$ cat src/rtl/nanorv32_rf_writeback.sv
// rtl/nanorv32_rf_writeback.sv - register file write-back merge of execute results and in-order load responses
// Owns the pending-load scoreboard, the load tag queue and the issue hazard stall.
module nanorv32_rf_writeback #(
  parameter int NUM_REGS = 32,
  parameter int LQ_DEPTH = 4
) (
  input  logic                      clk,
  input  logic                      rst_n,
  input  logic                      ex_valid,
  input  logic                      ex_is_load,
  input  logic [4:0]                ex_rd,
  input  logic [31:0]               ex_data,
  output logic                      ex_ready,
  input  logic                      lsu_rsp_valid,
  input  logic [31:0]               lsu_rsp_data,
  output logic                      lsu_rsp_ready,
  input  logic [4:0]                hz_rs1,
  input  logic [4:0]                hz_rs2,
  output logic                      hz_stall,
  input  logic                      allow_hidden_use_of_x0,
  output logic [4:0]                sel_rd,
  output logic [31:0]               rd,
  output logic                      write_rd,
  output logic [4:0]                sel_rd2,
  output logic [31:0]               rd2,
  output logic                      write_rd2,
  output logic [NUM_REGS-1:0]       pending,
  output logic [$clog2(LQ_DEPTH):0] lq_count
);

  localparam int AW = $clog2(LQ_DEPTH);
  localparam int CW = AW + 1;

  logic                write_rd_q, write_rd_d;
  logic [4:0]          sel_rd_q, sel_rd_d;
  logic [31:0]         rd_q, rd_d;
  logic                write_rd2_q, write_rd2_d;
  logic [4:0]          sel_rd2_q, sel_rd2_d;
  logic [31:0]         rd2_q, rd2_d;
  logic [NUM_REGS-1:0] pending_q, pending_d;
  logic [CW-1:0]       count_q, count_d;
  logic [AW-1:0]       wr_ptr_q, wr_ptr_d;
  logic [AW-1:0]       rd_ptr_q, rd_ptr_d;
  logic [4:0]          lq_rd_q [LQ_DEPTH];
  logic [4:0]          lq_rd_d [LQ_DEPTH];
  logic                lq_disc_q [LQ_DEPTH];
  logic                lq_disc_d [LQ_DEPTH];

  logic ex_acc, push, pop, lq_full;
  logic ex_act, rs1_act, rs2_act, hz1, hz2;

  // x0 behaves as a real register only while micro-ROM sequences ask for it.
  function automatic logic reg_active(input logic [4:0] r, input logic allow);
    return (r != 5'd0) || allow;
  endfunction

  assign lq_full       = (count_q == CW'(LQ_DEPTH));
  assign ex_ready      = !pending_q[ex_rd] && !(ex_is_load && lq_full);
  assign lsu_rsp_ready = (count_q != '0);
  assign ex_acc        = ex_valid && ex_ready;
  assign push          = ex_acc && ex_is_load;
  assign pop           = lsu_rsp_valid && lsu_rsp_ready;
  assign ex_act        = reg_active(ex_rd, allow_hidden_use_of_x0);
  assign rs1_act       = reg_active(hz_rs1, allow_hidden_use_of_x0);
  assign rs2_act       = reg_active(hz_rs2, allow_hidden_use_of_x0);

  assign hz1 = rs1_act && (pending_q[hz_rs1] || (write_rd_q && sel_rd_q == hz_rs1) ||
                           (write_rd2_q && sel_rd2_q == hz_rs1));
  assign hz2 = rs2_act && (pending_q[hz_rs2] || (write_rd_q && sel_rd_q == hz_rs2) ||
                           (write_rd2_q && sel_rd2_q == hz_rs2));
  assign hz_stall = hz1 || hz2;

  always_comb begin
    write_rd_d  = 1'b0;
    sel_rd_d    = sel_rd_q;
    rd_d        = rd_q;
    write_rd2_d = 1'b0;
    sel_rd2_d   = sel_rd2_q;
    rd2_d       = rd2_q;
    wr_ptr_d    = wr_ptr_q;
    rd_ptr_d    = rd_ptr_q;
    lq_rd_d     = lq_rd_q;
    lq_disc_d   = lq_disc_q;
    pending_d   = pending_q;

    if (ex_acc && !ex_is_load) begin
      write_rd_d = ex_act;
      sel_rd_d   = ex_rd;
      rd_d       = ex_data;
    end

    if (pop) begin
      write_rd2_d = !lq_disc_q[rd_ptr_q];
      sel_rd2_d   = lq_rd_q[rd_ptr_q];
      rd2_d       = lsu_rsp_data;
      rd_ptr_d    = rd_ptr_q + AW'(1);
    end

    // Discarded x0 loads still occupy a slot so their response gets consumed.
    if (push) begin
      lq_rd_d[wr_ptr_q]   = ex_rd;
      lq_disc_d[wr_ptr_q] = !ex_act;
      wr_ptr_d            = wr_ptr_q + AW'(1);
    end

    count_d = count_q + CW'(push) - CW'(pop);

    // Bit stays set through the write_rd2 cycle so readers stall until the RF holds the data.
    for (int i = 0; i < NUM_REGS; i++) begin
      if (write_rd2_q && sel_rd2_q == 5'(i)) pending_d[i] = 1'b0;
      if (push && ex_act && ex_rd == 5'(i)) pending_d[i] = 1'b1;
    end
  end

  always_ff @(posedge clk or negedge rst_n) begin
    if (!rst_n) begin
      write_rd_q  <= 1'b0;
      sel_rd_q    <= '0;
      rd_q        <= '0;
      write_rd2_q <= 1'b0;
      sel_rd2_q   <= '0;
      rd2_q       <= '0;
      pending_q   <= '0;
      count_q     <= '0;
      wr_ptr_q    <= '0;
      rd_ptr_q    <= '0;
      for (int i = 0; i < LQ_DEPTH; i++) begin
        lq_rd_q[i]   <= '0;
        lq_disc_q[i] <= 1'b0;
      end
    end else begin
      write_rd_q  <= write_rd_d;
      sel_rd_q    <= sel_rd_d;
      rd_q        <= rd_d;
      write_rd2_q <= write_rd2_d;
      sel_rd2_q   <= sel_rd2_d;
      rd2_q       <= rd2_d;
      pending_q   <= pending_d;
      count_q     <= count_d;
      wr_ptr_q    <= wr_ptr_d;
      rd_ptr_q    <= rd_ptr_d;
      lq_rd_q     <= lq_rd_d;
      lq_disc_q   <= lq_disc_d;
    end
  end

  assign write_rd  = write_rd_q;
  assign sel_rd    = sel_rd_q;
  assign rd        = rd_q;
  assign write_rd2 = write_rd2_q;
  assign sel_rd2   = sel_rd2_q;
  assign rd2       = rd2_q;
  assign pending   = pending_q;
  assign lq_count  = count_q;

endmodule

$ cat config.mk
export PLATFORM = sky130hd
export DESIGN_NAME = nanorv32_rf_writeback
export DESIGN_NICKNAME = d
export VERILOG_FILES = /design/src/rtl/nanorv32_rf_writeback.sv
export SDC_FILE = /design/constraint.sdc
export NUM_CORES = 1
export LEC_CHECK = 0
export BUFFER_PORTS_ARGS = -buffer_cell sky130_fd_sc_hd__buf_2
export CAP_MARGIN = 30
export CORE_MARGIN = 1
export CORE_UTILIZATION = 47
export CTS_CLUSTER_SIZE = 8
export DETAILED_ROUTE_END_ITERATION = 10
export PLACE_DENSITY = 0.76
export SLEW_MARGIN = 20
export SYNTH_ARGS = -nofsm -noshare
export SYNTH_HDL_FRONTEND = slang
export SYNTH_SLANG_ARGS = --single-unit
$ cat constraint.sdc
create_clock -name clk -period 3.2 [get_ports clk]
set_clock_uncertainty 0.15 [all_clocks]
set_input_delay 0.64 -clock clk [delete_from_list [all_inputs] [get_ports clk]]
set_output_delay 0.64 -clock clk [all_outputs]
set_load 0.05 [all_outputs]
After elaboration in Yosys (flattened, before gate mapping)
Cells that the tools add are included.
{ "classes": {"n_reduce_logical": 129, "n_eq_ne": 67, "n_lt_le_gt_ge": 6, "add_sub_neg": 4, "n_bitwise": 2, "muxes": 84} }
{ "op_table": {"columns": ["op", "n"], "rows": [
  ["$eq A5 B5 Y1 const B", 32],
  ["$eq A5 B4 Y1 const B", 16],
  ["$logic_and A1 B1 Y1", 78],
  ["$mux W1", 72],
  ["$reduce_bool A2 Y1", 32],
  ["$eq A5 B3 Y1 const B", 8],
  ["$bwmux W20", 1],
  ["$eq A5 B2 Y1 const B", 4],
  ["$eq A5 B5 Y1", 4],
  ["$lt A5 B6 Y1 const B", 3],
  ["$bmux W1 S5", 3],
  ["$mux W5", 3],
  ["$reduce_bool A5 Y1", 3],
  ["$bmux W5 S2", 1],
  ["$demux W5 S2", 1],
  ["$eq A5 B1 Y1 const B", 2],
  ["$logic_not A5 Y1", 2],
  ["$logic_or A1 B1 Y1", 8],
  ["$ge A3 B3 Y1 const B", 2],
  ["$not A2 Y3", 2],
  ["$logic_not A1 Y1", 5],
  ["$add A2 B1 Y2 const B", 2],
  ["$bwmux W4", 1],
  ["$add A3 B1 Y3", 1],
  ["other kinds (6)", 6]
]} }
{ "word_totals": {"regBits": 139, "wordCells": 341} }

Logic depth before layout (Yosys ltp)
Gate-level depths: netlist of run 1.
{ "depth": {"ltp_word": 9, "depth_mapped": 14, "ltp_nobuf": 11} }

Worst setup path before layout of run 1
OpenSTA, ideal clock, no wires.
{ "synth_path": {"path_kind": "input-to-reg", "start": "input port ex_rd[1]", "end": "register count_q[2] (netlist: lq_count[2])", "required_time_ns": 2.907, "arrival_time_ns": 3.126, "path_stages": 14, "setup_slack_ns": -0.219, "path_cell_list": "buf_6 > mux2i_1 > a22oi_1 > nand2_1 > o22ai_2 > or3b_1 > buf_2 > buf_6 > ha_1 > inv_1 > ha_1 > fa_1 > xor2_1 > xnor2_1"} }
{ "synth_between": {"elab_chain_cells": 8} }
{ "synth_rtl": {"columns": ["element", "line", "rtl"], "rows": [
  ["start: declaration", "11", "input logic [4:0] ex_rd,"],
  ["$bmux W1 S5", "58", "assign ex_ready = !pending_q[ex_rd] && !(ex_is_load && lq_full);"],
  ["$mux W1 (implied by the code)", "58", null],
  ["$logic_not A1 Y1", "58", null],
  ["$logic_and A1 B1 Y1", "58", null],
  ["$logic_and A1 B1 Y1", "60", "assign ex_acc = ex_valid && ex_ready;"],
  ["$logic_and A1 B1 Y1", "61", "assign push = ex_acc && ex_is_load;"],
  ["$add A3 B1 Y3", "106", "count_d = count_q + CW'(push) - CW'(pop);"],
  ["$sub A3 B1 Y3", "106", null],
  ["named net count_d[2]", "41", "logic [CW-1:0] count_q, count_d;"],
  ["end signal: assignment", "139", "count_q <= count_d;"],
  ["end: declaration", "41", null]
]} }
The timed path passes the listed nets, and every way through them passes these cells. The select of a mux whose other input is x is not followed.
A chain may end at the register's enable or synchronous reset.

Worst setup path after layout of run 1
{ "layout_path": {"start": "register pending_q[30] (netlist: pending[30])", "end": "output port hz_stall"} }
{ "layout_between": {"elab_chain_cells": 6, "word_cells_on_any_way": 11, "cone_classes": "4 x mux; 7 x reduce/logical"} }
{ "layout_rtl": {"columns": ["element", "line", "rtl"], "rows": [
  ["start: declaration", "40", "logic [NUM_REGS-1:0] pending_q, pending_d;"],
  ["start signal: assignment", "138", "pending_q <= pending_d;"],
  ["$bmux W1 S5 (on tied branches)", "67, 69", null],
  ["$mux W1 (on tied branches)", "67, 69", null],
  ["$logic_or A1 B1 Y1 (on tied branches) (2 in series)", "67, 69", null],
  ["$logic_and A1 B1 Y1 (on tied branches)", "67, 69", null],
  ["$logic_or A1 B1 Y1 *", "71", "assign hz_stall = hz1 || hz2;"],
  ["end: declaration", "19", "output logic hz_stall,"]
]} }
Every way passes the cells marked *; elsewhere a longest branch is shown, timed or not. The select of a mux whose other input is x is not followed.

==> results of run 1 <==
worst max-delay path, stage by stage, from the launching register on:
cell and delay, ps:
sky130_fd_sc_hd__dfrtp_1 450, sky130_fd_sc_hd__mux4_2 470, sky130_fd_sc_hd__and3_1 190, sky130_fd_sc_hd__a21oi_1 110, sky130_fd_sc_hd__nand4_1 120, sky130_fd_sc_hd__a21oi_1 200
sky130_fd_sc_hd__o22ai_1 100, sky130_fd_sc_hd__buf_2 220
worst max path at each step:
| stage | endpoint | from | depth (start not counted) | slack [ps] |
|---|---|---|---|---|
| 2_1_floorplan | lq_count[2]$_DFF_PN0_ | ex_rd[1] | 14 | -110 |
| 3_3_place_gp | lq_count[2]$_DFF_PN0_ | ex_rd[1] | 13 | -190 |
| 3_5_place_dp | lq_count[2]$_DFF_PN0_ | ex_rd[1] | 13 | -250 |
| 4_1_cts | ex_ready | ex_rd[1] | 9 | 20 |
| 5_1_grt | ex_ready | ex_rd[1] | 8 | 30 |
| 6_report | hz_stall | pending[30]$_DFFE_PN0P_ | 7 | 130 |
cell families after synthesis:
family	count (synthesis)	share of synthesized area
flops	139	0.506
fa+ha+maj	7	0.0138
buf+inv	46	0.0339
xor+xnor	25	0.0319
simple gates	94	0.0756
mux	138	0.257
compound gates	85	0.0814
repair_timing:
action                     in CTS  in global routing
setup endpoints to repair       0                  1
resized for setup               0                  1
setup buffers                   0                  0
registers in the layout, indices dropped and copies added, names as in the netlist, 3 cells and up:
name,cells
pending,32
sel_rd,5
rd,32
rd2,32
sel_rd2,5
lq_rd_q,20
lq_disc_q,4
lq_count,3
final cells by class:
cell class                      count  area [µm²]
Fill cell                        1146        5320
Sequential cell                   139        3480
Multi-Input combinational cell    349        3190
Timing Repair Buffer              225        1240
Clock buffer                       22         474
Tap cell                          180         225
Clock inverter                     10         139
Inverter                            7        26.3
power groups by stage:
| stage | logic, mW | registers, mW | clock network [mW] |
|---|---|---|---|
| after floorplan | 1.45 | 4.44 | 0 |
| after global placement | 3.92 | 2.97 | 0 |
| after detailed placement | 4.01 | 3.01 | 0 |
| after CTS | 4.02 | 3.00 | 2.04 |
| after global routing | 4.21 | 3.10 | 2.12 |
| final | 3.99 | 3.02 | 2.01 |
metal layers:
layer / wire length, µm / vias to the layer above / track usage
li1: - / 2386 / -
met1: 7580 / 2683 / 0.319
met2: 9030 / 232 / 0.413
met3: 1170 / 25 / 0.0484
met4: 295 / 0 / 0.0869
met5: 0 / - / 0
synth_stat cells, types with 2 or more instances:
| master | number |
|---|---|
| sky130_fd_sc_hd__dfrtp_1 | 139 |
| sky130_fd_sc_hd__mux2_2 | 98 |
| sky130_fd_sc_hd__o21ai_0 | 32 |
| sky130_fd_sc_hd__o31ai_1 | 31 |
| sky130_fd_sc_hd__nand2_1 | 23 |
| sky130_fd_sc_hd__mux4_2 | 21 |
| sky130_fd_sc_hd__mux2i_1 | 19 |
| sky130_fd_sc_hd__xor2_1 | 18 |
| sky130_fd_sc_hd__clkbuf_1 | 16 |
| sky130_fd_sc_hd__nand3_1 | 13 |
| sky130_fd_sc_hd__buf_1 | 12 |
| sky130_fd_sc_hd__nor2b_1 | 9 |
| sky130_fd_sc_hd__nand3b_1 | 8 |
| sky130_fd_sc_hd__buf_6 | 7 |
| sky130_fd_sc_hd__inv_1 | 7 |
| sky130_fd_sc_hd__nor2_1 | 7 |
| sky130_fd_sc_hd__nor3_1 | 7 |
| sky130_fd_sc_hd__xnor2_1 | 7 |
| sky130_fd_sc_hd__a22oi_1 | 6 |
| sky130_fd_sc_hd__ha_1 | 6 |
| sky130_fd_sc_hd__a21oi_1 | 5 |
| sky130_fd_sc_hd__nand2b_1 | 5 |
| sky130_fd_sc_hd__nand4_1 | 4 |
| sky130_fd_sc_hd__nor4_1 | 4 |
| sky130_fd_sc_hd__buf_2 | 3 |
| sky130_fd_sc_hd__and2_1 | 2 |
| sky130_fd_sc_hd__o22ai_1 | 2 |
| sky130_fd_sc_hd__or2_2 | 2 |
| sky130_fd_sc_hd__or3_1 | 2 |
| sky130_fd_sc_hd__or3b_2 | 2 |
cells in the final DEF, fill, tap and decap left out, drive strengths merged, types with 6 or more instances in the layout:
cell type / synthesis / routed
a22oi: 6 / 6
mux2: 98 / 98
inv: 7 / 8
nand3: 13 / 13
nand2: 23 / 23
clkbuf: 16 / 23
nor2: 7 / 7
mux2i: 19 / 19
nand3b: 8 / 8
nor3: 7 / 7
dfrtp: 139 / 139
buf: 23 / 224
xnor2: 7 / 7
xor2: 18 / 18
nor2b: 9 / 9
o21ai: 33 / 33
mux4: 21 / 21
ha: 6 / 6
o31ai: 31 / 31
per-stage QoR:
stage | instances | setup TNS (ps)
after CTS | 932 | 0
after global placement | 900 | -240
final | 932 | 0
after detailed placement | 900 | -322
after floorplan | 534 | -108
after global routing | 932 | 0
==> results by group, run 1 <==
Floorplanning
  • Starting density of the core: 0.487
  • Die X: approximately 120 µm
  • Row count: 43
  • Y dimension of the die: 123 µm
  • Full die area: 15,100 µm²
  • I/O pin total: 199
  • Area of the placeable core: 14,100 µm²

Synthesis
  • Number of warnings printed during yosys synthesis: 0
  • Dominant cell type by area after synthesis: sky130_fd_sc_hd__dfrtp_1
  • Cells taking the most area after synthesis: sky130_fd_sc_hd__dfrtp_1 51%, sky130_fd_sc_hd__mux2_2 16%, sky130_fd_sc_hd__mux4_2 6.9%
  • Cell area after synthesis: just under 7000 µm²
  • Flops & latches, synth: around 140
  • Count of mapped cells out of synthesis: 534
  • Async set or reset register ratio after synthesis: 1.00
  • Count of unique library cells instantiated by Yosys: 47
  • Net count after synthesis: 626
  • Area share of the largest cell type after synthesis: 0.506
  • Sequential cell area fraction in the yosys report: 0.506
  • Top FF cell, synth: sky130_fd_sc_hd__dfrtp_1
  • Number of synthesized flops with an enable pin: 0
  • Syn_area_per_cell: 12.9 µm²

Routing
  • Number of detailed-routing iterations run before antenna repair: 5
  • First DRT Iteration DRCs: between 200 and 300
  • Remaining number of nets flagged by the antenna check after routing: 0
  • Post-detailed-route wirelength per cell: 19.4 µm
  • DRC viols: 0
  • Routed via count: 5,326
  • Vias per cell: 5.71
  • Wire length reported by the detailed router: 18,100 µm

STA
  • FMAX: 326 MHz
  • WHS: just over 40 ps
  • Number of max-slew violations in the final report: 0
  • Slew at the pin closest to its max-slew limit: about 560 ps
  • Time the worst path needs with I/O delays and setup: 3070 ps
  • Final count of hold timing violations: 0
  • Unrepaired setup endpoints after global routing: false
  • PnR worst setup slack: 129 ps
  • Final critical-path share of the clock period: 0.960
  • Final setup violation count: 0
  • Worst-case headroom to the max-slew limit: 0.624

Place
  • Routability congestion estimate: 0.898
  • Pre-CTS setup slack: -248 ps
  • Half-perimeter wire length after detailed placement: 13,300 µm
  • DP Area: 8160 µm²
  • Port Buffer Count: 198

Final layout
  • NumNets Final: 831
  • Fraction of final layout cells with drive strength greater than 1: 0.515
  • Final non-filler cell area: between 8000 and 9000 µm²
  • Number of diodes: 0
  • Utilization after layout: 0.622
  • Growth of design area from synthesis to finish: 27.7%

Run
  • Max Cap Violations: 0

Pwr
  • Power Total: 9.02 mW
  • Share of total power in sequential cells: 0.335
  • Net switching fraction of the power: 0.448
  • Power density over the cells: around 1000 nW/µm²
  • Max rail drop VDD: roughly 0.56 mV
  • Leakage component of the power: 3.93 nW
  • Switching power total: 4.04 mW
  • Clock power share: 0.223
  • Internal: 4.98 mW
  • Power share of the combinational group: 0.442

Global routing
  • Vias in the first global route: 5,204
  • Total gr overflow: 0
  • First-pass GRT wire length: 27,700 µm
  • GRT Util Overall: 0.246
  • Pin count of the biggest net entering global routing: 64
  • Initial antenna violation count: 0

Critical path
  • Worst Reg2Reg Path Length in Cells: 10
  • Required arrival time at the worst endpoint: 2410 ps
  • Maximum fanout encountered on the critical timing path: 5
  • Crit path kind: reg -> out
  • R2R Setup Slk: 290 ps
  • Endpoint class of the critical path: output pin
  • Arrival time reported for the critical path endpoint: approximately 2300 ps
  • End of the worst register-to-register path: lq_count[2]$_DFF_PN0_
  • Startpoint Class: flop
  • Reg2Reg Launch Point: pending[4]$_DFFE_PN0P_

Worst hold path
  • Type of the most critical hold path: in -> async

Clocking
  • TritonCTS clock tree: yes
  • CTS sink cnt: 139
  • Clock insertion delay at the later pin of the skew report: ~420 ps
  • CTS root buffer: sky130_fd_sc_hd__clkbuf_16
  • CTS Hold Bufs: 0
  • Clk buf depth: 2
  • TritonCTS Buffers: 17
  • Clock transition at the registers of the reported paths: 50 ps
  • H-tree levels: 4

Run status
  • Status: finished, final reports clean
No activity file was read; power rests on OpenSTA's default activity.
==> inputs of run 2 (changes only) <==
--- a/config.mk
+++ b/config.mk
@@ -8,10 +8,10 @@
 export BUFFER_PORTS_ARGS = -buffer_cell sky130_fd_sc_hd__buf_2
 export CAP_MARGIN = 30
 export CORE_MARGIN = 1
-export CORE_UTILIZATION = 47
+export CORE_UTILIZATION = 45
 export CTS_CLUSTER_SIZE = 8
 export DETAILED_ROUTE_END_ITERATION = 10
-export PLACE_DENSITY = 0.76
+export PLACE_DENSITY = 0.74
 export SLEW_MARGIN = 20
 export SYNTH_ARGS = -nofsm -noshare
 export SYNTH_HDL_FRONTEND = slang
==> run 2 against run 1 <==
Compared with the run above:
- sequential cell count is the same
- combinational power is essentially flat
- global-route usage shrank 1.3 points
- worst setup slack is essentially flat
- the flow now finishes with violations (design-rule violations)
- largest power group unchanged
- sequential power is essentially flat
- largest cell class unchanged
- non-clock buffer count grew 1
==> results by group, run 2 (same netlist as run 1, synthesis figures left out) <==
Clocking
  • H-tree levels: 4 (unchanged)
  • CTS Hold Bufs: 0 (unchanged)
  • Clock transition at the registers of the reported paths: 50 ps (about the same)
  • TritonCTS Buffers: 17 (unchanged)
  • Number of gates given a new drive strength after cts: 0 (unchanged)
  • Clk buf depth: 2 (unchanged)
  • Clock insertion delay at the later pin of the skew report: 420 ps (about the same)
  • CTS root buffer: sky130_fd_sc_hd__clkbuf_16 (unchanged)
  • TritonCTS clock tree: yes (unchanged)
  • Post-CTS Setup Repair Bufs: 0 (unchanged)
  • CTS sink cnt: 139 (unchanged)

Final layout
  • Top library cells by usage in the layout, fill and taps aside: 197 x sky130_fd_sc_hd__buf_2, 138 x sky130_fd_sc_hd__dfrtp_1, 98 x sky130_fd_sc_hd__mux2_2, 32 x sky130_fd_sc_hd__o21ai_0, 31 x sky130_fd_sc_hd__o31ai_1 (was 196 x sky130_fd_sc_hd__buf_2, 138 x sky130_fd_sc_hd__dfrtp_1, 98 x sky130_fd_sc_hd__mux2_2, 32 x sky130_fd_sc_hd__o21ai_0, 31 x sky130_fd_sc_hd__o31ai_1)
  • Growth of design area from synthesis to finish: 27.0% (was 27.7%)
  • Most common cell after layout, fill and taps aside: sky130_fd_sc_hd__buf_2 (unchanged)
  • Number of diodes: 0 (unchanged)
  • Fillers: 1,214 (was 1,146)
  • NumNets Final: 832 (was 831)
  • Fraction of final layout cells with drive strength greater than 1: 0.514 (was 0.515)

Floorplanning
  • Die X: 126 µm (was 123 µm)
  • Full die area: 15,800 µm² (was 15,100 µm²)
  • Y dimension of the die: 126 µm (was 123 µm)
  • Starting density of the core: 0.467 (was 0.487)
  • I/O pin total: 199 (unchanged)
  • Row count: 44 (was 43)
  • Area of the placeable core: 14,700 µm² (was 14,100 µm²)

Place
  • Routability congestion estimate: 0.905 (was 0.898)
  • Half-perimeter wire length after detailed placement: 13,200 µm (was 13,300 µm)
  • Port Buffer Count: 198 (unchanged)

Routing
  • Number of detailed-routing iterations run before antenna repair: 8 (was 5)
  • Remaining number of nets flagged by the antenna check after routing: 0 (unchanged)
  • Wire length reported by the detailed router: 17,600 µm (was 18,100 µm)
  • Routed via count: 5,352 (was 5,326)
  • Vias per cell: 5.72 (was 5.71)
  • DRC viols: 13 (was 0)
  • Post-detailed-route wirelength per cell: 18.9 µm (was 19.4 µm)
  • First DRT Iteration DRCs: 297 (was 263)

Run status
  • Status: complete, but fails checks (was finished, final reports clean)
  • Violations in the final reports: design-rule violations

Critical path
  • Arrival time reported for the critical path endpoint: 2280 ps (about the same)
  • Startpoint Class: flop (unchanged)
  • Critical Path, Cell by Cell: mux4_2, and3_1, a21oi_1, nand4_1, a21oi_1, o22ai_1, buf_2 (unchanged)
  • Slowest Stage Delay on Critical Path: 490 ps (was 470 ps)
  • Worst path most repeated cell: sky130_fd_sc_hd__a21oi_1 (unchanged)
  • Maximum fanout encountered on the critical timing path: 5 (unchanged)
  • End of the worst register-to-register path: lq_count[2]$_DFF_PN0_ (unchanged)
  • Required arrival time at the worst endpoint: 2410 ps (about the same)
  • Reg2Reg Launch Point: pending[4]$_DFFE_PN0P_ (unchanged)
  • Worst Reg2Reg Path Length in Cells: 10 (unchanged)
  • R2R Setup Slk: 310 ps (was 290 ps)
  • Endpoint class of the critical path: output pin (unchanged)
  • Slowest cell on crit path: sky130_fd_sc_hd__mux4_2 (unchanged)
  • Crit path kind: reg -> out (unchanged)

Global routing
  • GR Layer Usage met3: 0.0642 (was 0.0484)
  • GRT Util Overall: 0.233 (was 0.246)
  • Initial antenna violation count: 0 (unchanged)
  • First-pass GRT wire length: 28,600 µm (was 27,700 µm)
  • Met2 track demand over resource: 0.379 (was 0.413)
  • Pin count of the biggest net entering global routing: 77 (was 64)
  • GRT Max-Usage Layer: met2 (unchanged)
  • Global routing usage on met1: 0.296 (was 0.319)
  • Total gr overflow: 0 (unchanged)
  • Vias in the first global route: 5,480 (was 5,204)

STA
  • Slew at the pin closest to its max-slew limit: 698 ps (was 564 ps)
  • Final count of hold timing violations: 0 (unchanged)
  • Final critical-path share of the clock period: 0.960 (about the same)
  • Unrepaired setup endpoints after global routing: false (unchanged)
  • FMAX: 326 MHz (about the same)
  • Time the worst path needs with I/O delays and setup: 3070 ps (about the same)
  • Total Neg Setup Slack: 0 ps (unchanged)
  • WHS: 108 ps (was 41.2 ps)
  • Final setup violation count: 0 (unchanged)
  • Number of max-slew violations in the final report: 0 (unchanged)
  • Worst-case headroom to the max-slew limit: 0.535 (was 0.624)

Pwr
  • Leakage component of the power: 3.91 nW (was 3.93 nW)
  • Power Total: 8.83 mW (was 9.02 mW)
  • Power density over the cells: 1010 nW/µm² (was 1030 nW/µm²)
  • Max rail drop VDD: 0.536 mV (was 0.561 mV)

Worst hold path
  • Type of the most critical hold path: in -> async (unchanged)

Run
  • Max Cap Violations: 0 (unchanged)
## run 2: worst max-delay path by stage
stage | start | endpoint | cells after the start
6_report | pending[31]$_DFFE_PN0P_ | hz_stall | 7
5_1_grt | pending[31]$_DFFE_PN0P_ | hz_stall | 7
2_1_floorplan | ex_rd[1] | lq_count[2]$_DFF_PN0_ | 14
3_3_place_gp | ex_rd[1] | lq_count[2]$_DFF_PN0_ | 13
4_1_cts | pending[31]$_DFFE_PN0P_ | hz_stall | 7
3_5_place_dp | ex_rd[1] | lq_count[2]$_DFF_PN0_ | 13
## run 2: metrics by stage
stage | std cells | util | area, µm² | worst slack (ps)
6_report | 935 | 0.594 | 8730 | 129
5_1_grt | 935 | 0.594 | 8730 | 6.78
4_1_cts | 935 | 0.594 | 8730 | 139
3_5_place_dp | 905 | 0.556 | 8170 | -179
3_3_place_gp | 905 | 0.556 | 8170 | -77.0
2_1_floorplan | 534 | - | 6910 | -108
## run 2: worst max-delay path, delay by kind of cell, from the launching register on
family                 cells  cell delay [ps]
AO/OA/AOI/OAI              3              400
buffers and inverters      1              220
flip-flops                 1              470
multiplexers               1              490
AND/OR/NAND/NOR            2              300
## run 2: report_power, final
group          switching, mW  internal, mW
clock                  0.695          1.17
combinational           2.66          1.30
sequential             0.629          2.38
## run 2: per-layer routing
layer	wire length (µm)	share of wire
met5	0	0
met4	394	0.022
met3	1320	0.075
met2	8530	0.48
met1	7400	0.42
## run 2: final cells by class
type | count | area (µm²) | area share
clock buffers | 21 | 460 | 0.0528
well taps | 184 | 230 | 0.0264
multi-input cells | 349 | 3190 | 0.365
flip-flops and latches | 139 | 3480 | 0.399
repair buffers | 226 | 1240 | 0.143
clock inverters | 9 | 97.6 | 0.0112
inverters | 7 | 26.3 | 0.00301
==> inputs of run 3 (changes only) <==
--- a/config.mk
+++ b/config.mk
@@ -11,7 +11,7 @@
 export CORE_UTILIZATION = 45
 export CTS_CLUSTER_SIZE = 8
 export DETAILED_ROUTE_END_ITERATION = 10
-export PLACE_DENSITY = 0.74
+export PLACE_DENSITY = 0.71
 export SLEW_MARGIN = 20
 export SYNTH_ARGS = -nofsm -noshare
 export SYNTH_HDL_FRONTEND = slang
==> constraint.sdc (replaced) <==
create_clock -name clk -period 3.75 [get_ports clk]
set_clock_uncertainty 0.15 [all_clocks]
set_input_delay 0.75 -clock clk [delete_from_list [all_inputs] [get_ports clk]]
set_output_delay 0.75 -clock clk [all_outputs]
set_load 0.05 [all_outputs]
==> run 3 against run 2 <==
Compared with the run above:
- the run still ends with design-rule violations left
- non-clock buffer count down 11
- critical path depth unchanged
- cell count is 0.96% lower
- design area down 0.24%
- sequential cell count unchanged
- die area stayed put
- clock power is essentially flat
- register-to-register slack improved by 400 ps
- core utilization is 0.14 points lower
- power fell by 11%
- first-iteration DRC count grew 33%
- critical path type is now in -> out
- highest routed layer unchanged
==> results by group, run 3 (same netlist as run 1, synthesis figures left out) <==
Routing
  • Routed via count: 5,355 (was 5,352)
  • First DRT Iteration DRCs: 395 (was 297)
  • Remaining number of nets flagged by the antenna check after routing: 0 (unchanged)
  • Post-detailed-route wirelength per cell: 20.0 µm (was 18.9 µm)
  • Vias per cell: 5.78 (was 5.72)
  • Wire length reported by the detailed router: 18,500 µm (was 17,600 µm)
  • Number of detailed-routing iterations run before antenna repair: 9 (was 8)
  • DRC viols: 13 (unchanged)

Final layout
  • Fillers: 1,209 (was 1,214)
  • Final non-filler cell area: 8710 µm² (was 8730 µm²)
  • Top library cells by usage in the layout, fill and taps aside: 197 x sky130_fd_sc_hd__buf_2, 139 x sky130_fd_sc_hd__dfrtp_1, 98 x sky130_fd_sc_hd__mux2_2, 32 x sky130_fd_sc_hd__o21ai_0, 31 x sky130_fd_sc_hd__o31ai_1 (was 197 x sky130_fd_sc_hd__buf_2, 138 x sky130_fd_sc_hd__dfrtp_1, 98 x sky130_fd_sc_hd__mux2_2, 32 x sky130_fd_sc_hd__o21ai_0, 31 x sky130_fd_sc_hd__o31ai_1)
  • Number of diodes: 0 (unchanged)
  • Fraction of final layout cells with drive strength greater than 1: 0.504 (was 0.514)
  • Growth of design area from synthesis to finish: 26.7% (was 27.0%)
  • Total area of multi-input combinational cells: 3170 µm² (was 3190 µm²)
  • Number of standard cells in the final layout excluding fillers: 926 (was 935)
  • Most common cell after layout, fill and taps aside: sky130_fd_sc_hd__buf_2 (unchanged)
  • Total area of sequential cells: 3480 µm² (about the same)
  • NumNets Final: 821 (was 832)

Floorplanning
  • Full die area: 15,800 µm² (unchanged)
  • Starting density of the core: 0.467 (unchanged)
  • Row count: 44 (unchanged)
  • Die X: 126 µm (unchanged)
  • Area of the placeable core: 14,700 µm² (unchanged)
  • Y dimension of the die: 126 µm (unchanged)
  • I/O pin total: 199 (unchanged)

Pwr
  • Switching power total: 3.50 mW (was 3.98 mW)
  • Power Total: 7.82 mW (was 8.83 mW)
  • Net switching fraction of the power: 0.448 (was 0.451)
  • Internal: 4.32 mW (was 4.85 mW)
  • Share of total power in sequential cells: 0.335 (was 0.341)
  • Clock power share: 0.238 (was 0.211)
  • Power density over the cells: 898 nW/µm² (was 1010 nW/µm²)
  • Power share of the combinational group: 0.428 (was 0.448)
  • Max rail drop VDD: 0.501 mV (was 0.536 mV)
  • Leakage component of the power: 3.89 nW (was 3.91 nW)

Place
  • Cell count after placement: 894 (was 905)
  • DP Area: 8050 µm² (was 8170 µm²)
  • Routability congestion estimate: 0.900 (was 0.905)
  • Port Buffer Count: 198 (unchanged)
  • Half-perimeter wire length after detailed placement: 13,300 µm (was 13,200 µm)

STA
  • Time the worst path needs with I/O delays and setup: 3430 ps
  • Final critical-path share of the clock period: 0.913
  • Number of max-slew violations in the final report: 0 (unchanged)
  • Final count of hold timing violations: 0 (unchanged)
  • FMAX: 292 MHz
  • Worst-case headroom to the max-slew limit: 0.485 (was 0.535)
  • Slew at the pin closest to its max-slew limit: 766 ps (was 698 ps)
  • Total Neg Setup Slack: 0 ps (unchanged)
  • Final setup violation count: 0 (unchanged)
  • Unrepaired setup endpoints after global routing: false (unchanged)

Clocking
  • TritonCTS clock tree: yes (unchanged)
  • CTS sink cnt: 139 (unchanged)
  • Number of gates given a new drive strength after cts: 0 (unchanged)
  • CTS Hold Bufs: 0 (unchanged)
  • Clock transition at the registers of the reported paths: 60 ps (was 50 ps)
  • Post-CTS Setup Repair Bufs: 0 (unchanged)
  • Clock insertion delay at the later pin of the skew report: 420 ps (about the same)
  • H-tree levels: 4 (unchanged)
  • CTS root buffer: sky130_fd_sc_hd__clkbuf_16 (unchanged)
  • Clk buf depth: 2 (unchanged)
  • TritonCTS Buffers: 17 (unchanged)

Global routing
  • Vias in the first global route: 5,480 (unchanged)
  • Total gr overflow: 0 (unchanged)
  • Initial antenna violation count: 0 (unchanged)
  • GRT Util Overall: 0.247 (was 0.233)
  • First-pass GRT wire length: 29,700 µm (was 28,600 µm)
  • Pin count of the biggest net entering global routing: 72 (was 77)

Run status
  • Status: complete, but fails checks (unchanged)
  • Violations in the final reports: design-rule violations (unchanged)

Critical path
  • Required arrival time at the worst endpoint: 2850 ps (was 2410 ps)
  • Arrival time reported for the critical path endpoint: 2530 ps (was 2280 ps)
  • Buffering stage count on the worst path with inverters included: 3 (was 1)
  • Endpoint class of the critical path: output pin (unchanged)
  • Slowest Stage Delay on Critical Path: 430 ps (was 490 ps)
  • Kind of cell with the highest combined delay on the critical path: buffers and inverters (was multiplexers)
  • Slowest cell on crit path: sky130_fd_sc_hd__buf_2 (was sky130_fd_sc_hd__mux4_2)
  • Critical Path, Cell by Cell: buf_2, nor2b_1, a2111oi_2, o21ai_2, buf_4, a311oi_1, buf_2 (was mux4_2, and3_1, a21oi_1, nand4_1, a21oi_1, o22ai_1, buf_2)
  • Crit path kind: in -> out (was reg -> out)
  • Startpoint Class: primary input (was flop)
  • Worst path most repeated cell: sky130_fd_sc_hd__buf_2 (was sky130_fd_sc_hd__a21oi_1)
  • Maximum fanout encountered on the critical timing path: 19 (was 5)

Run
  • Max Cap Violations: 0 (unchanged)

Worst hold path
  • Type of the most critical hold path: in -> async (unchanged)
-- run 3: cell count changes in the layout (fill, tap and decap cells not counted), moves of 2 or more --
cell / before / now
sky130_fd_sc_hd__buf_4: 25 / 16
sky130_fd_sc_hd__inv_6: 0 / 2
sky130_fd_sc_hd__clkinv_2: 6 / 1
sky130_fd_sc_hd__clkinv_4: 0 / 3
sky130_fd_sc_hd__bufinv_16: 2 / 5
sky130_fd_sc_hd__buf_12: 3 / 0
-- run 3: per-stage QoR --
| step | setup WS, ps | utilization | hold slack (ps) |
|---|---|---|---|
| 2_1_floorplan | 181 | - | 304 |
| 6_report | 325 | 0.592 | 120 |
| 5_1_grt | 260 | 0.592 | 138 |
| 3_3_place_gp | 132 | 0.546 | 334 |
| 3_5_place_dp | 20.0 | 0.548 | 340 |
| 4_1_cts | 330 | 0.592 | 122 |
-- run 3: area by class of cell --
cell class	count	share of cell area
well taps	184	0.0264
multi-input cells	349	0.364
clock inverters	13	0.0246
repair buffers	215	0.132
clock buffers	19	0.0509
flip-flops and latches	139	0.400
inverters	7	0.00302
-- run 3: worst paths after layout --
| kind | startpoint | to | slack [ps] | depth (start not counted) |
|---|---|---|---|---|
| setup / recovery | ex_rd[1] | ex_ready | 320 | 7 |
| hold / removal | rst_n | rd2[29]$_DFFE_PN0P_ | 120 | 1 |
| setup reg to reg | pending[4]$_DFFE_PN0P_ | lq_count[2]$_DFF_PN0_ | 710 | 10 |
| hold reg to reg | rd2[7]$_DFFE_PN0P_ | rd2[7]$_DFFE_PN0P_ | 350 | 1 |
| max in group asynchronous | rst_n | rd[9]$_DFFE_PN0P_ | 2390 | 3 |
| min in group clk | rd2[7]$_DFFE_PN0P_ | rd2[7]$_DFFE_PN0P_ | 350 | 1 |
-- run 3: routing by layer --
layer	GRT usage	vias to the layer above	wire length (µm)
li1	-	2366	-
met1	0.305	2660	7410
met2	0.413	289	9140
met3	0.0608	40	1450
met4	0.105	0	531
met5	0	-	0
-- run 3: worst register-to-register path, cell delays in order, from the launching register on --
cell and delay [ps]:
sky130_fd_sc_hd__dfrtp_1 450, sky130_fd_sc_hd__nor2b_1 170, sky130_fd_sc_hd__a2111oi_2 390, sky130_fd_sc_hd__o21ai_2 110, sky130_fd_sc_hd__or3b_1 410, sky130_fd_sc_hd__ha_1 310, sky130_fd_sc_hd__inv_1 40, sky130_fd_sc_hd__ha_1 190
sky130_fd_sc_hd__fa_1 410, sky130_fd_sc_hd__xor2_1 160, sky130_fd_sc_hd__xnor2_1 130
-- run 3: power groups by stage --
stage,sequential (mW),combinational [mW],clock [mW]
global placement,2.60,3.29,0
global route,2.68,3.53,1.96
detailed placement,2.62,3.35,0
CTS,2.61,3.37,1.89
floorplan,3.79,1.23,0
finish,2.62,3.34,1.86
